===== config.mk =====
export PLATFORM = sky130hd
export DESIGN_NAME = instr_loader
export DESIGN_NICKNAME = d
export VERILOG_FILES = /design/src/rtl/instr_loader.sv
export SDC_FILE = /design/constraint.sdc
export NUM_CORES = 1
export LEC_CHECK = 0
export ABC_AREA = 0
export CAP_MARGIN = 20
export CORE_AREA = 5 5 118 75
export CTS_CLUSTER_DIAMETER = 80
export DETAILED_ROUTE_END_ITERATION = 7
export DIE_AREA = 0 0 123 80
export HOLD_SLACK_MARGIN = 0.15
export PLACE_DENSITY = 0.78
export REMOVE_ABC_BUFFERS = 1
export SLEW_MARGIN = 20
export SYNTH_ARGS = -nofsm -noshare
export SYNTH_HDL_FRONTEND = slang
export SYNTH_SLANG_ARGS = --single-unit

===== constraint.sdc =====
create_clock -name clock -period 1.85 [get_ports clock]
set_input_delay 0.4625 -clock clock [delete_from_list [all_inputs] [get_ports clock]]
set_output_delay 0.4625 -clock clock [all_outputs]
set_load 0.02 [all_outputs]

===== src/rtl/instr_loader.sv =====
// instr_loader
//   Receives a little-endian byte stream, packs it into 32-bit instruction
//   words and writes them to consecutive word addresses of an instruction
//   memory. The CPU datapath is held in reset until a load completes.
//
// Parameters
//   ADDR_W    word-address width of the instruction memory (DEPTH = 2**ADDR_W)
//   DATA_W    instruction word width, fixed at 32 (4 bytes per word)
//
// Ports
//   clock      rising-edge clock
//   reset      asynchronous active-low reset
//   start      one-cycle load request, honoured only in IDLE or DONE
//   num_words  number of words to load, sampled with start
//   in_valid   byte stream valid
//   in_data    byte stream data (byte 0 is the least significant)
//   in_ready   a byte is accepted this cycle when in_valid is also high
//   mem_we     one-cycle registered memory write strobe
//   mem_addr   registered word address of the write
//   mem_wdata  registered instruction word being written
//   cpu_hold   1 = datapath held in reset, 0 only once the load is done
//   busy       load in progress (RECV or WRITE)
//   done       load completed
//   error      sticky flag: a start carried num_words > DEPTH
module instr_loader #(
    parameter int ADDR_W = 6,
    parameter int DATA_W = 32
) (
    input  logic              clock,
    input  logic              reset,
    input  logic              start,
    input  logic [ADDR_W:0]   num_words,
    input  logic              in_valid,
    input  logic [7:0]        in_data,
    output logic              in_ready,
    output logic              mem_we,
    output logic [ADDR_W-1:0] mem_addr,
    output logic [DATA_W-1:0] mem_wdata,
    output logic              cpu_hold,
    output logic              busy,
    output logic              done,
    output logic              error
);

    typedef enum logic [1:0] {IDLE, RECV, WRITE, DONE} state_t;

    localparam logic [ADDR_W:0] DEPTH    = {1'b1, {ADDR_W{1'b0}}};
    localparam logic [ADDR_W:0] WORD_ONE = {{ADDR_W{1'b0}}, 1'b1};

    state_t            state, state_next;
    logic [ADDR_W:0]   nwords_q;
    logic [ADDR_W:0]   word_cnt;
    logic [ADDR_W:0]   word_inc;
    logic [1:0]        byte_cnt;
    logic [23:0]       wbuf;
    logic              accept;
    logic              start_ok;

    assign accept   = in_valid && (state == RECV);
    assign word_inc = word_cnt + WORD_ONE;
    assign start_ok = start && ((state == IDLE) || (state == DONE));

    always_ff @(posedge clock or negedge reset) begin
        if (!reset) begin
            state <= IDLE;
        end else begin
            state <= state_next;
        end
    end

    always_comb begin
        state_next = state;
        in_ready   = 1'b0;
        busy       = 1'b0;
        done       = 1'b0;
        cpu_hold   = 1'b1;
        case (state)
            IDLE, DONE: begin
                done     = (state == DONE);
                cpu_hold = (state != DONE);
                if (start) begin
                    if (num_words == '0) begin
                        state_next = DONE;
                    end else if (num_words > DEPTH) begin
                        state_next = IDLE;
                    end else begin
                        state_next = RECV;
                    end
                end
            end
            RECV: begin
                in_ready = 1'b1;
                busy     = 1'b1;
                if (in_valid && (byte_cnt == 2'd3)) begin
                    state_next = WRITE;
                end
            end
            WRITE: begin
                busy = 1'b1;
                if (word_inc == nwords_q) begin
                    state_next = DONE;
                end else begin
                    state_next = RECV;
                end
            end
            default: state_next = IDLE;
        endcase
    end

    // The write strobe and its address/data are loaded on the edge that
    // accepts byte 3, so they are registered yet line up with the WRITE state.
    always_ff @(posedge clock or negedge reset) begin
        if (!reset) begin
            nwords_q  <= '0;
            word_cnt  <= '0;
            byte_cnt  <= '0;
            wbuf      <= '0;
            mem_we    <= 1'b0;
            mem_addr  <= '0;
            mem_wdata <= '0;
            error     <= 1'b0;
        end else begin
            mem_we <= 1'b0;
            if (start_ok) begin
                if (num_words > DEPTH) begin
                    error <= 1'b1;
                end else begin
                    error    <= 1'b0;
                    nwords_q <= num_words;
                    word_cnt <= '0;
                    byte_cnt <= '0;
                end
            end
            if (accept) begin
                byte_cnt <= byte_cnt + 2'd1;
                case (byte_cnt)
                    2'd0: wbuf[7:0]   <= in_data;
                    2'd1: wbuf[15:8]  <= in_data;
                    2'd2: wbuf[23:16] <= in_data;
                    default: begin
                        mem_we    <= 1'b1;
                        mem_addr  <= word_cnt[ADDR_W-1:0];
                        mem_wdata <= {in_data, wbuf};
                    end
                endcase
            end
            if (state == WRITE) begin
                word_cnt <= word_inc;
            end
        end
    end

endmodule

==> results by group <==
Flow run
  • Maxcap violations: 0

Floorplan
  • Core area: 0.00766 mm²
  • Row cnt: 25
  • Initial Util: a little under half
  • I/O Pins: 63
  • Die ar.: 0.00984 mm²
  • Die height: 80 µm
  • Die width: approximately 120 µm

Synthesis
  • Post-synth top area cell: dfrtp_1
  • Post-Syn Instances: 255
  • Synth top area share: about 60%
  • Synth unique cells: 34
  • Synth top cells by count: dfrtp_1 (82), mux2_2 (64), nand2_1 (15)
  • Most used flip-flop cell after synthesis: dfrtp_1
  • Yosys reg bits: 82
  • EDFF count, synth: 0
  • FFs w/ async S/R, synth: between 90% and 100%
  • Most common cell in the netlist: dfrtp_1
  • Area contributors post-synth: dfrtp_1 (59%), mux2_2 (21%), ha_1 (3.2%)
  • Synth warn: 0
  • Synthesized area: roughly 0.0035 mm²
  • Sequential share of the synthesized area: 58.7%
  • Avg Cell Area, Syn: 13.7 µm²

Placement
  • Gpl congestion: 0.866
  • Cell Area, Placed: 0.00443 mm²
  • HPWL after DPL: roughly 5.5 mm
  • Dpl cells: 438
  • IO Port Bufs: 62
  • DP Worst Slack: -0.472 ns

Setup path
  • Critical Path AT: roughly 2.2 ns
  • Worst reg2reg path startpoint: state[0]$_DFFE_PN0P_
  • Critical path startpoint category: register
  • Critical path endpoint category: register
  • Critical path class: register to register
  • Critical-path maximum fanout: 6
  • R2R Path End: nwords_q[4]$_DFFE_PN0P_
  • R2R cell count: 7
  • Worst Setup SP: state[0]$_DFFE_PN0P_
  • Crit path required time: about 2.1 ns
  • FF-to-FF setup slack: -0.14 ns

Timing
  • Slew headroom: 66.8%
  • Worst-Margin Slew: 0.496 ns
  • Period utilization: 107%
  • Fin crit period: 1.99 ns
  • Final setup fails: 12
  • F_max: 503 MHz
  • Max-slew violations: 0
  • Final setup TNS: -1.01 ns
  • Endpoints failing hold: 0
  • Hold Slack: 0.497 ns
  • Final worst slack: -0.137 ns
  • Post-Route Skew: between 0.003 and 0.004 ns
  • Unrepaired setup endpoints after global routing: true

Routing
  • Routed Antenna Nets: 0
  • Routed vias: 2339
  • Pre-Repair DR Iteration Count: 4
  • DRC: 0
  • Vias per inst: about 5
  • Initial DRC Count: 131
  • WL/cell: 17.2 µm
  • Routed WL: 7.92 mm

Finish
  • ANT cells: 0
  • Fill count: 581
  • Multi-input logic area: 0.00149 mm²
  • Final instance area: 0.00495 mm²
  • Final Util: 64.6%
  • Area delta synth->final: 41.5%
  • Share of post-route cells with drive strength above 1: 39.7%
  • Non-filler instance count after layout: around 460
  • Nets@finish: 376
  • Seq. cell area: 0.00205 mm²

Clock network
  • Clk_lat worst skew: roughly 0.33 ns
  • Root Driver: clkbuf_16
  • Clk buf depth: 2
  • CTS tree: yes
  • CTS sink count: between 80 and 90
  • Clock slew at reported path FFs: 0.06 ns
  • CTS buffer count: 9
  • CTS H-tree lvls: 3

Power
  • Power per cell area: 1580 mW/mm²
  • Lkg Pwr: 2.31 nW
  • Int Power: 5.29 mW
  • Max VDD drop: 0.00117 V
  • Flop pwr share: 37.2%
  • Total power: between 7 and 8 mW
  • Sw frac: 32.5%
  • Clock power share: 22.8%
  • Combinational share of power: 40.1%
  • P_sw: 2.54 mW

Hold path
  • Hold depth: 1
  • HP Class: register to register
  • Hold Path End: mem_wdata[23]$_DFFE_PN0P_
  • Hold_sp: wbuf[23]$_DFFE_PN0P_

Global routing
  • Largest net degree at the start of global routing: 43
  • Overall routing resource usage: between 10% and 20%
  • Initial antenna violation count: 0
  • Vias in the first global route: 2419
  • Grt ovf: 0
  • First-pass GRT wire length: 12.7 mm

Run status
  • Failing checks: negative setup slack
  • Status: finished, violations left
[power groups by stage]
stage	Clock, mW	Combinational (mW)	Sequential, mW
6_report	1.78	3.14	2.91
2_1_floorplan	0	1.29	3.16
4_1_cts	1.83	3.04	2.91
3_5_place_dp	0	2.84	2.92
3_3_place_gp	0	2.76	2.88
5_1_grt	1.91	3.39	3.01
[placed cells by master (no fill, tap or decap), types with 4 or more instances in the layout]
cell and count:
xnor2_1 6, clkdlybuf4s50_1 57, dfrtp_1 82, o21ai_1 4
mux2_4 6, inv_1 6, mux2_2 64, nand2_1 13
clkbuf_16 11, ha_1 7, inv_2 4, buf_4 18
buf_6 5, buf_12 5, nor2_1 7, nand3_1 4
[cells by family after synthesis]
kind of cell | count (synthesis) | share of synthesized area [%]
AO/OA/AOI/OAI | 27 | 4.87
XOR/XNOR | 8 | 2.00
adder cells (fa/ha/maj) | 9 | 3.22
buffers and inverters | 19 | 2.43
flip-flops | 82 | 58.7
multiplexers | 71 | 23.5
AND/OR/NAND/NOR | 39 | 5.33
[per-layer routing]
metal	share of wire, %	vias up	GRT usage (%)
li1	-	1084	-
met1	47	1176	23.8
met2	46	66	25.8
met3	5.3	13	5.52
met4	1.8	0	6.41
met5	0	-	0
[worst max path at each step]
stage | end | slack, ns | cells past startpoint
floorplan | mem_addr[0]$_DFFE_PN0P_ | -0.49 | 5
global placement | nwords_q[3]$_DFFE_PN0P_ | -0.45 | 5
detailed placement | nwords_q[5]$_DFFE_PN0P_ | -0.47 | 5
CTS | nwords_q[5]$_DFFE_PN0P_ | -0.13 | 6
global route | nwords_q[4]$_DFFE_PN0P_ | -0.18 | 7
finish | nwords_q[4]$_DFFE_PN0P_ | -0.14 | 7
[critical path, cell delays in order (launching register included)]
cell	delay, ns
dfrtp_1	0.37
inv_2	0.06
ha_4	0.26
or4b_4	0.47
o22ai_4	0.14
buf_6	0.16
nand2_8	0.08
mux2_4	0.33
[state kept, by name, summed over array words and instances, names as in the netlist]
signal     count
mem_wdata     32
wbuf          24
mem_we         1
word_cnt       7
error          1
nwords_q       7
byte_cnt       2
state          2
mem_addr       6
[cell type report]
type                            instances  area share, %
Timing Repair Buffer                   90           18.8
Tap cell                              108           2.73
Clock buffer                           14           5.33
Sequential cell                        82           41.5
Multi-Input combinational cell        155           30.2
Clock inverter                          2          0.708
Inverter                               10          0.758
[timing repair]
| item | in CTS | in global routing |
|---|---|---|
| endpoints found under the hold margin | 22 | 0 |
| buffers inserted | 2 | 2 |
| pin swaps | 10 | 5 |
| gates cloned | 1 | 2 |
| hold buffers | 1 | 0 |
| endpoints found under the setup margin | 22 | 64 |
| gates resized for setup | 33 | 23 |
No activity file was read; power rests on OpenSTA's default activity.
